--- src/rtl/dkong_dma_pkg.sv ---
// rtl/dkong_dma_pkg.sv - shared types and constants for the sprite DMA engine
// Contents: FSM state enum, register window offsets, count width, and the
// Z80 master/slave bus structs used on the system bus and into the sysmux.
package dkong_dma_pkg;

    typedef enum logic [2:0] {
        IDLE,
        REQ,
        RD,
        WR,
        DONE
    } dma_state_t;

    localparam logic [3:0] DMA_SRC  = 4'h0;
    localparam logic [3:0] DMA_CNT  = 4'h1;
    localparam logic [3:0] DMA_DST  = 4'h2;
    localparam logic [3:0] DMA_DCNT = 4'h3;
    localparam logic [3:0] DMA_MODE = 4'h8;

    localparam int DMA_CNT_W = 14;

    typedef struct packed {
        logic [15:0] addr;
        logic [7:0]  dmaster;
        logic        rdn;
        logic        wrn;
        logic        inta;
    } z80_master_bus_t;

    typedef struct packed {
        logic [7:0] dslave;
        logic       mwait;
    } z80_slave_bus_t;

    localparam z80_master_bus_t MBUS_IDLE = '{
        addr:    16'h0000,
        dmaster: 8'h00,
        rdn:     1'b1,
        wrn:     1'b1,
        inta:    1'b0
    };

endpackage

--- src/rtl/dkong_dma_if.sv ---
// rtl/dkong_dma_if.sv - bus bundle between the DMA engine and the system
// Signals: ena/ibus/obus (register window), drq (dma_rdy), busrq_n/busak_n
// (CPU bus handover), mbus/mresp (DMA master side), busy/tc (status).
// Modport slave is the DMA engine; modport master is the system around it.
interface dkong_dma_if;
    import dkong_dma_pkg::*;

    logic            ena;
    z80_master_bus_t ibus;
    z80_slave_bus_t  obus;
    logic            drq;
    logic            busrq_n;
    logic            busak_n;
    z80_master_bus_t mbus;
    z80_slave_bus_t  mresp;
    logic            busy;
    logic            tc;

    modport slave (
        input  ena, ibus, drq, busak_n, mresp,
        output obus, busrq_n, mbus, busy, tc
    );

    modport master (
        output ena, ibus, drq, busak_n, mresp,
        input  obus, busrq_n, mbus, busy, tc
    );

endinterface

--- src/rtl/dkong_dma_regs.sv ---
// rtl/dkong_dma_regs.sv - programming registers, byte pointer and status read
// Ports: clk, rst, ena/ibus (register window), busy/tc (status in),
// step (advance src/dst, decrement cnt), src/dst/cnt/mode (to FSM),
// mode_wr (mode written this cycle), rdata (latched read data).
module dkong_dma_regs
    import dkong_dma_pkg::*;
(
    input  logic                 clk,
    input  logic                 rst,
    input  logic                 ena,
    input  z80_master_bus_t      ibus,
    input  logic                 busy,
    input  logic                 tc,
    input  logic                 step,
    output logic [15:0]          src,
    output logic [15:0]          dst,
    output logic [DMA_CNT_W-1:0] cnt,
    output logic [1:0]           mode,
    output logic                 mode_wr,
    output logic [7:0]           rdata
);

    logic wrn_d;
    logic ptr;
    logic we;
    logic unused_bits;

    // Only the first cycle of a CPU write strobe is taken, so a long wrn
    // low period still produces exactly one register write.
    assign we      = ena & ~ibus.wrn & wrn_d & ~busy;
    assign mode_wr = we & (ibus.addr[3:0] == DMA_MODE);

    // The window is selected by ena; upper address bits and inta carry no meaning here.
    assign unused_bits = ^{ibus.addr[15:4], ibus.inta};

    always_ff @(posedge clk) begin
        if (rst) begin
            wrn_d <= 1'b1;
            ptr   <= 1'b0;
            src   <= '0;
            dst   <= '0;
            cnt   <= '0;
            mode  <= '0;
            rdata <= '0;
        end else begin
            wrn_d <= ibus.wrn;
            if (we) begin
                case (ibus.addr[3:0])
                    DMA_SRC: begin
                        if (ptr) src[15:8] <= ibus.dmaster;
                        else     src[7:0]  <= ibus.dmaster;
                        ptr <= ~ptr;
                    end
                    DMA_CNT: begin
                        if (ptr) cnt[DMA_CNT_W-1:8] <= ibus.dmaster[DMA_CNT_W-9:0];
                        else     cnt[7:0]           <= ibus.dmaster;
                        ptr <= ~ptr;
                    end
                    DMA_DST: begin
                        if (ptr) dst[15:8] <= ibus.dmaster;
                        else     dst[7:0]  <= ibus.dmaster;
                        ptr <= ~ptr;
                    end
                    DMA_DCNT: ptr <= ~ptr;
                    DMA_MODE: begin
                        mode <= ibus.dmaster[1:0];
                        ptr  <= 1'b0;
                    end
                    default: ;
                endcase
            end else if (step) begin
                src <= src + 16'd1;
                dst <= dst + 16'd1;
                cnt <= cnt - DMA_CNT_W'(1);
            end
            if (ena & ~ibus.rdn) begin
                rdata <= (ibus.addr[3:0] == DMA_MODE) ? {6'b0, tc, busy} : 8'h00;
            end
        end
    end

endmodule

--- src/rtl/dkong_dma.sv ---
// rtl/dkong_dma.sv - single-shot sprite RAM to object RAM DMA engine
// Ports: clk, rst (sync, active high), bus (dkong_dma_if.slave): register
// window ena/ibus/obus, drq trigger, busrq_n/busak_n CPU handover,
// mbus/mresp DMA master side, busy and sticky tc.
// Each byte is an address-setup cycle plus RD_CYCLES of rdn, then an
// address-setup cycle plus WR_CYCLES of wrn; mwait low freezes the strobe.
module dkong_dma
    import dkong_dma_pkg::*;
#(
    parameter int RD_CYCLES = 4,
    parameter int WR_CYCLES = 4
) (
    input logic       clk,
    input logic       rst,
    dkong_dma_if.slave bus
);

    dma_state_t           state;
    logic                 setup;
    logic [7:0]           stb_cnt;
    z80_master_bus_t      mbus_q;
    logic                 busrq_q;
    logic                 busy_q;
    logic                 tc_q;
    logic                 drq_d;

    logic [15:0]          src;
    logic [15:0]          dst;
    logic [DMA_CNT_W-1:0] cnt;
    logic [1:0]           mode;
    logic                 mode_wr;
    logic [7:0]           rdata;

    logic                 trig;
    logic                 rd_end;
    logic                 wr_end;
    logic                 step;

    assign trig   = bus.drq & ~drq_d & (mode == 2'b11);
    assign rd_end = ~setup & bus.mresp.mwait & (stb_cnt == 8'(RD_CYCLES - 1));
    assign wr_end = ~setup & bus.mresp.mwait & (stb_cnt == 8'(WR_CYCLES - 1));
    assign step   = (state == WR) & wr_end & (cnt != '0);

    dkong_dma_regs u_regs (
        .clk     (clk),
        .rst     (rst),
        .ena     (bus.ena),
        .ibus    (bus.ibus),
        .busy    (busy_q),
        .tc      (tc_q),
        .step    (step),
        .src     (src),
        .dst     (dst),
        .cnt     (cnt),
        .mode    (mode),
        .mode_wr (mode_wr),
        .rdata   (rdata)
    );

    assign bus.mbus    = mbus_q;
    assign bus.busrq_n = busrq_q;
    assign bus.busy    = busy_q;
    assign bus.tc      = tc_q;
    assign bus.obus    = '{dslave: rdata, mwait: 1'b1};

    // mbus_q.dmaster doubles as the data register: it holds the byte read in
    // RD and is what WR drives onto the bus.
    always_ff @(posedge clk) begin
        if (rst) begin
            state   <= IDLE;
            setup   <= 1'b0;
            stb_cnt <= '0;
            mbus_q  <= MBUS_IDLE;
            busrq_q <= 1'b1;
            busy_q  <= 1'b0;
            tc_q    <= 1'b0;
            drq_d   <= 1'b0;
        end else begin
            drq_d <= bus.drq;
            if (mode_wr) tc_q <= 1'b0;

            case (state)
                IDLE: begin
                    if (trig) begin
                        state   <= REQ;
                        busrq_q <= 1'b0;
                        busy_q  <= 1'b1;
                    end
                end
                REQ: begin
                    if (!bus.busak_n) begin
                        state       <= RD;
                        setup       <= 1'b1;
                        stb_cnt     <= '0;
                        mbus_q.addr <= src;
                    end
                end
                RD: begin
                    if (setup) begin
                        setup      <= 1'b0;
                        mbus_q.rdn <= 1'b0;
                    end else if (bus.mresp.mwait) begin
                        if (rd_end) begin
                            state          <= WR;
                            setup          <= 1'b1;
                            stb_cnt        <= '0;
                            mbus_q.rdn     <= 1'b1;
                            mbus_q.addr    <= dst;
                            mbus_q.dmaster <= bus.mresp.dslave;
                        end else begin
                            stb_cnt <= stb_cnt + 8'd1;
                        end
                    end
                end
                WR: begin
                    if (setup) begin
                        setup      <= 1'b0;
                        mbus_q.wrn <= 1'b0;
                    end else if (bus.mresp.mwait) begin
                        if (wr_end) begin
                            stb_cnt <= '0;
                            if (cnt == '0) begin
                                state   <= DONE;
                                mbus_q  <= MBUS_IDLE;
                                busrq_q <= 1'b1;
                                tc_q    <= 1'b1;
                            end else if (!bus.busak_n) begin
                                // src is stepped on this same edge, so address the next byte directly.
                                state          <= RD;
                                setup          <= 1'b1;
                                mbus_q.wrn     <= 1'b1;
                                mbus_q.dmaster <= 8'h00;
                                mbus_q.addr    <= src + 16'd1;
                            end else begin
                                state  <= REQ;
                                mbus_q <= MBUS_IDLE;
                            end
                        end else begin
                            stb_cnt <= stb_cnt + 8'd1;
                        end
                    end
                end
                DONE: begin
                    if (bus.busak_n) begin
                        state  <= IDLE;
                        busy_q <= 1'b0;
                    end
                end
                default: state <= IDLE;
            endcase
        end
    end

endmodule

--- src/flat_wrapper.sv ---
// flat-port wrapper written by rule: the top's interface ports become plain ports
module dkong_dma_flat import dkong_dma_pkg::*;
#(
    parameter int RD_CYCLES = 4,
    parameter int WR_CYCLES = 4
)
  (clk, rst, bus_ena, bus_ibus, bus_drq, bus_busak_n, bus_mresp, bus_obus, bus_busrq_n, bus_mbus, bus_busy, bus_tc);
  dkong_dma_if bus_i ();
  input logic clk;
  input logic rst;
  input wire logic [$bits(bus_i.ena)-1:0] bus_ena;
  input wire logic [$bits(bus_i.ibus)-1:0] bus_ibus;
  input wire logic [$bits(bus_i.drq)-1:0] bus_drq;
  input wire logic [$bits(bus_i.busak_n)-1:0] bus_busak_n;
  input wire logic [$bits(bus_i.mresp)-1:0] bus_mresp;
  output wire logic [$bits(bus_i.obus)-1:0] bus_obus;
  output wire logic [$bits(bus_i.busrq_n)-1:0] bus_busrq_n;
  output wire logic [$bits(bus_i.mbus)-1:0] bus_mbus;
  output wire logic [$bits(bus_i.busy)-1:0] bus_busy;
  output wire logic [$bits(bus_i.tc)-1:0] bus_tc;
  assign bus_i.ena = bus_ena;
  assign bus_i.ibus = bus_ibus;
  assign bus_i.drq = bus_drq;
  assign bus_i.busak_n = bus_busak_n;
  assign bus_i.mresp = bus_mresp;
  assign bus_obus = bus_i.obus;
  assign bus_busrq_n = bus_i.busrq_n;
  assign bus_mbus = bus_i.mbus;
  assign bus_busy = bus_i.busy;
  assign bus_tc = bus_i.tc;
  dkong_dma #(.RD_CYCLES(RD_CYCLES), .WR_CYCLES(WR_CYCLES)) u_core (.clk(clk), .rst(rst), .bus(bus_i));
endmodule
--- config.mk ---
export PLATFORM = sky130hd
export DESIGN_NAME = dkong_dma_flat
export DESIGN_NICKNAME = d
export VERILOG_FILES = /design/src/rtl/dkong_dma_pkg.sv /design/src/rtl/dkong_dma_if.sv /design/src/rtl/dkong_dma_regs.sv /design/src/rtl/dkong_dma.sv /design/src/flat_wrapper.sv
export SDC_FILE = /design/constraint.sdc
export NUM_CORES = 1
export LEC_CHECK = 0
export ABC_AREA = 1
export BUFFER_PORTS_ARGS = -buffer_cell sky130_fd_sc_hd__buf_4
export CAP_MARGIN = 20
export CORE_AREA = 4 4 113 115
export CTS_CLUSTER_SIZE = 10
export DETAILED_ROUTE_END_ITERATION = 10
export DIE_AREA = 0 0 117 119
export PLACE_DENSITY = 0.75
export RECOVER_POWER = 50
export SLEW_MARGIN = 20
export SYNTH_ARGS = -nofsm -noshare
export SYNTH_HDL_FRONTEND = slang
export SYNTH_HIERARCHICAL = 1
export SYNTH_SLANG_ARGS = --single-unit
export TNS_END_PERCENT = 5
--- constraint.sdc ---
create_clock -name clk -period 1.9 [get_ports clk]
set_input_delay 0.19 -clock clk [delete_from_list [all_inputs] [get_ports clk]]
set_output_delay 0.19 -clock clk [all_outputs]
set_load 0.01 [all_outputs]
==> results of run 1 <==
cell type report:
type                    count  area [um2]  area share [%]
clock buffers              10         239            3.31
clock inverters             4        72.6            1.00
inverters                 109         412            5.70
multi-input cells         795        3710            51.3
flip-flops and latches     94        1880            26.1
well taps                 147         184            2.55
repair buffers            108         723            10.0
metrics by stage:
step	instances	area, um2	utilization (%)	worst slack, ps
after floorplan	1033	6120	-	17.0
after global placement	1251	6900	58.4	-4.80
after detailed placement	1251	6900	58.4	-53.1
after CTS	1266	7240	61.3	-30.5
after global routing	1267	7220	61.2	-123
final	1267	7220	61.2	14.7
Yosys cell counts, types with 2 or more instances:
| master | count | area, um2 |
|---|---|---|
| inv_2 | 4 | 15.0 |
| nand4_1 | 23 | 144 |
| nor3_2 | 2 | 20.0 |
| ha_1 | 5 | 62.6 |
| dfxtp_1 | 94 | 1880 |
| nor3_1 | 12 | 60.1 |
| buf_2 | 10 | 50.1 |
| o21ai_0 | 52 | 260 |
| o21ai_2 | 3 | 26.3 |
| nand2_1 | 325 | 1220 |
| nand3_2 | 2 | 20.0 |
| o21bai_1 | 3 | 22.5 |
| nand2_4 | 2 | 22.5 |
| conb_1 | 3 | 11.3 |
| xor2_1 | 9 | 78.8 |
| xnor2_1 | 4 | 35.0 |
| nor3b_2 | 2 | 25.0 |
| or2_2 | 4 | 25.0 |
| clkbuf_1 | 9 | 33.8 |
| buf_1 | 2 | 7.51 |
| nand3b_1 | 2 | 15.0 |
| nand3_1 | 83 | 415 |
| buf_6 | 6 | 67.6 |
| a21oi_1 | 49 | 245 |
| nand2_2 | 4 | 25.0 |
| inv_1 | 105 | 394 |
| a31oi_1 | 2 | 12.5 |
| nor2_1 | 190 | 713 |
| buf_4 | 9 | 67.6 |
cell families (layout without fill, tap and decap cells):
group | Yosys count | after routing | synth area share [%]
compound gates | 114 | 114 | 10.1
xor+xnor | 13 | 13 | 1.88
fa+ha+maj | 5 | 5 | 1.03
buf+inv | 145 | 231 | 10.5
flops | 94 | 94 | 31.0
other cells | 3 | 8 | 0.186
simple gates | 654 | 655 | 45.4
power groups by stage:
stage	Sequential (uW)	Clock, uW	Combinational (uW)
CTS	2610	1970	2710
global route	2660	2030	2900
global placement	2640	0	2660
detailed placement	2650	0	2690
finish	2620	1930	2550
floorplan	2750	0	1680
worst min-delay path: stages:
cell and delay, ps:
buf_4 80, inv_1 30, nor2_1 70
worst paths after layout:
check                         endpoint
setup / recovery  u_core/u_regs/src[9]
hold / removal            u_core/drq_d
setup reg to reg  u_core/u_regs/src[9]
hold reg to reg     u_core/bus.mbus[2]
state kept, by name (all words and copies together), names as in the netlist, 2 cells and up:
register,flops
u_core/state,3
u_core/bus.mbus,26
u_core/u_regs/rdata,2
u_core/u_regs/dst,16
u_core/u_regs/mode,2
u_core/u_regs/src,16
u_core/stb_cnt,8
u_core/u_regs/cnt,14
metal layers:
metal | vias up | global-route usage, % | routed length (um) | share of wire [%]
li1 | 3415 | - | - | -
met1 | 2938 | 31.3 | 7580 | 47
met2 | 178 | 36.7 | 7400 | 46
met3 | 27 | 3.35 | 901 | 5.5
met4 | 0 | 9.61 | 374 | 2.3
met5 | - | 0 | 0 | 0
repair_timing:
| action | CTS | global route |
|---|---|---|
| setup endpoints to repair | 23 | 69 |
| hold endpoints to repair | 0 | 0 |
| pin swaps | 1 | 8 |
| buffers inserted | 0 | 1 |
| hold buffers | 0 | 0 |
| resized for setup | 4 | 37 |
| cloned | 1 | 0 |
==> impl_metrics.json, run 1 <==
{
  "p_switching_uw": 2630,
  "internal-power_uw": 4460,
  "wl_per_cell_um": 12.8,
  "ys_types": 37,
  "slew_viol_final": 0,
  "dieArea_um2": 13900,
  "hp-start": "bus_drq",
  "synthArstFlopShare_pct": 0,
  "crit_chain": "ha_4, nand2_2, nor2_4, nand3_2, nor2_4, inv_2, nor2_2, inv_2, nand2_4, buf_6, nand3_4, nor2_1, a21oi_1",
  "r2r_setup_slack_ps": 10,
  "hp-class": "in -> reg",
  "final_common_cell": "nand2_1",
  "fp.dieH_um": 119,
  "clockPowerShare_pct": 27.2,
  "fill_cells": 1183,
  "pwr-share-seq_pct": 36.9,
  "critPathBufInv": 3,
  "finalHoldViolCount": 0,
  "cts_made_buffers": 9,
  "postRouteAntennaNets": 0,
  "drive_above_1_share_pct": 13.4,
  "first_pass_iters": 5,
  "gp_congestion": 0.887,
  "fin_nets": 1163,
  "synthFlopType": "dfxtp_1",
  "power_frac_comb_pct": 35.9,
  "maxCapViolations": 0,
  "status": "complete, no violations",
  "max-slew-margin-rel_pct": 21.7,
  "leakage_uw": 0.00340,
  "syn_inst": 1028,
  "whs_ps": 49.6,
  "ys_seq_area_share_pct": 31.0,
  "worstMarginPinSlew_ps": 1180,
  "htree_levels": 3,
  "area_growth_pct": 19.0,
  "rsz0062_at_grt": "yes",
  "start_util_pct": 51.4,
  "clockRootBuffer": "clkbuf_16",
  "power_uw": 7090,
  "core_area_um2": 11800,
  "cts_buffer_depth": 2,
  "grt_max_degree": 37,
  "fp.dieW_um": 117,
  "io_buffers": 58,
  "path_class": "reg -> reg",
  "critPathTopFamily": "simple AND/OR/NAND/NOR gates",
  "fin_skew_ps": 6.39,
  "track_usage_pct": 23.2,
  "slowest_delay_ps": 360,
  "synth.ff_latch_count": 94,
  "layout_common_cells": "nand2_1, nor2_1, inv_1",
  "synth.avg_cell_area_um2": 5.90,
  "reg2reg_depth": 13,
  "fin_setup_tns_ps": 0,
  "drc": 0,
  "crit_start": "u_core/stb_cnt[1]",
  "finalSetupViolations": 0,
  "grt_pass1_wl_mm": 26.3,
  "synth-edff-count": 0,
  "grt_pass1_vias": 5663,
  "crit_path_end_kind": "flop",
  "routed_via_density": 5.18,
  "wirelength_mm": 16.3,
  "critPathMaxFanout": 8,
  "clk_pin_slew_ps": 60,
  "dr.first_iter.drc_count": 494,
  "fin_crit_ps": 1890,
  "gr-total-overflow": 0,
  "diodes": 0,
  "min_delay_path_depth": 3,
  "cts_tree": "done",
  "vias": 6558,
  "insertion_delay_ps": 350,
  "hpwl_mm": 11.8,
  "swShare_pct": 37.0,
  "fp-row-count": 40,
  "synthesis.area_um2": 6070,
  "crit_required_ps": 2140,
  "path_depth": 13,
  "arrival_ps": 2130,
  "crit_slowest_cell": "dfxtp_2",
  "fin_crit_sh_pct": 99.2,
  "yosys_warnings": 6,
  "timing.rr.start": "u_core/stb_cnt[1]",
  "fmax_mhz": 530,
  "antenna_found_initial": 0,
  "cts.sinks": 94,
  "start_kind": "flop",
  "power_density_nw_per_um2": 981,
  "io_pins": 80,
  "vdd_drop_max_uv": 379
}
(Power assumes the default switching activity.)
==> run 2, diff against run 1 <==
CORE_AREA = 4 4 81 159   (was 4 4 113 115)
DIE_AREA = 0 0 85 163   (was 0 0 117 119)
PLACE_DENSITY = 0.76   (was 0.75)
clock period = 1.7 ns   (was 1.9 ns; I/O delays follow)
==> impl_metrics.json, run 2 (synthesis gave the netlist of run 1 again) <==
{
  "slew_viol_final": 0,
  "power_density_nw_per_um2": 1120,
  "routed_via_density": 5.39,
  "drc": 0,
  "grt_pass1_wl_mm": 30.6,
  "finalSetupViolations": 60,
  "diodes": 0,
  "status": "finished with violations",
  "leakage_uw": 0.00372,
  "io_buffers": 58,
  "clockPowerShare_pct": 26.1,
  "swShare_pct": 37.5,
  "area_growth_pct": 27.6,
  "gp_congestion": 0.939,
  "cts_made_buffers": 9,
  "largest_reg_flops": 26,
  "max-slew-margin-rel_pct": 18.0,
  "htree_levels": 3,
  "cts_tree": "done",
  "fin_crit_sh_pct": 109,
  "io_pins": 80,
  "place_inst": 1288,
  "design_area_um2": 7740,
  "internal-power_uw": 5410,
  "antenna_found_initial": 0,
  "crit_required_ps": 1980,
  "fin_crit_ps": 1850,
  "grt_pass1_vias": 6812,
  "reg2reg_depth": 14,
  "vias": 7053,
  "stdcell_count": 1309,
  "fmax_mhz": 540,
  "gr-total-overflow": 0,
  "dr.first_iter.drc_count": 447,
  "start_util_pct": 51.9,
  "critPathMaxFanout": 8,
  "fp-row-count": 56,
  "path_class": "reg -> reg",
  "grtUsageMet1_pct": 25.4,
  "p_switching_uw": 3240,
  "dieArea_um2": 13900,
  "fin_nets": 1205,
  "slowest_delay_ps": 360,
  "grt_util_met2_pct": 52.4,
  "drive_above_1_share_pct": 19.1,
  "start_kind": "flop",
  "pwr-share-seq_pct": 33.8,
  "maxCapViolations": 0,
  "final_common_cell": "nand2_1",
  "clk_pin_slew_ps": 70,
  "finalHoldViolCount": 0,
  "vdd_drop_max_uv": 942,
  "layout_setup_ws_ps": -151,
  "fin_skew_ps": 9.45,
  "cts.sinks": 94,
  "worstMarginPinSlew_ps": 1230,
  "hp-class": "in -> reg",
  "layout_common_cells": "nand2_1, nor2_1, buf_4",
  "fp.dieW_um": 85,
  "cts_buffer_depth": 2,
  "failed_checks": "setup timing",
  "fill_cells": 1093,
  "clockRootBuffer": "clkbuf_16",
  "track_usage_pct": 27.4,
  "insertion_delay_ps": 340,
  "grt_max_degree": 47,
  "fp.dieH_um": 163,
  "min_delay_path_depth": 3,
  "crit_slowest_cell": "dfxtp_2",
  "first_pass_iters": 5,
  "wl_per_cell_um": 14.4,
  "placed_area_um2": 7240,
  "postRouteAntennaNets": 0,
  "core_area_um2": 11700,
  "crit_path_end_kind": "flop",
  "crit_chain": "ha_4, nand2_4, nor2_4, nand3_4, nor2_4, inv_2, nor2_4, inv_2, nand2_4, buf_6, nand3_4, nand2_1, nand2_1, a21oi_1",
  "power_frac_comb_pct": 40.1,
  "hpwl_mm": 14.0,
  "top_usage_layer": "met2",
  "wirelength_mm": 18.9,
  "path_common_cell": "nor2_4",
  "rsz0062_at_grt": "yes",
  "grtUsageMet3_pct": 3.39,
  "arrival_ps": 2130
}
-- run 2: critical path: cells and delay by family, from the launching register on --
family,cells,cell delay [ps]
compound gates,1,110
fa+ha+maj,1,150
buf+inv,3,270
flops,1,360
simple gates,9,880
-- run 2: repair_timing --
action | in CTS | in global routing
buffers inserted | 3 | 1
pin swaps | 11 | 14
cloned | 1 | 0
endpoints found under the setup margin | 82 | 88
gates resized for setup | 28 | 39
hold endpoints to repair | 0 | 0
hold buffers | 0 | 0
-- run 2: worst paths after layout --
path	from	to	slack, ps
setup / recovery	u_core/stb_cnt[0]	u_core/u_regs/src[10]	-150
hold / removal	bus_drq	u_core/drq_d	40
setup reg to reg	u_core/stb_cnt[0]	u_core/u_regs/src[10]	-150
hold reg to reg	u_core/bus.mbus[2]	u_core/bus.mbus[2]	470
-- run 2: per-layer routing --
| metal | vias to the layer above | part of all wire, % |
|---|---|---|
| li1 | 3507 | - |
| met1 | 3219 | 34 |
| met2 | 254 | 55 |
| met3 | 73 | 4.9 |
| met4 | 0 | 6.1 |
| met5 | - | 0 |
-- run 2: layout make-up --
class / instances / area (um2) / area share [%]
Inverter: 109 / 412 / 5.32
Sequential cell: 94 / 1890 / 24.4
Timing Repair Buffer: 150 / 1140 / 14.8
Tap cell: 145 / 181 / 2.34
Clock inverter: 6 / 90.1 / 1.16
Clock buffer: 10 / 239 / 3.09
Multi-Input combinational cell: 795 / 3790 / 48.9
-- run 2: power by group through the flow --
stage	Sequential, uW	Clock (uW)	Combinational [uW]
finish	2930	2260	3470
global route	2980	2370	3860
CTS	2920	2280	3460
detailed placement	2960	0	3340
global placement	2940	0	3300
floorplan	3080	0	1890
-- run 2: through the flow --
stage | setup TNS (ps) | utilization (%) | hold slack, ps | power [uW] | setup WS, ps
CTS | -2090 | 65.8 | 34.6 | 8660 | -110
floorplan | -4660 | - | 239 | 4970 | -123
global route | -11420 | 66.2 | 49.6 | 9210 | -246
finish | -3730 | 66.2 | 42.8 | 8650 | -151
global placement | -7430 | 61.9 | 389 | 6240 | -206
detailed placement | -9900 | 61.9 | 398 | 6300 | -268
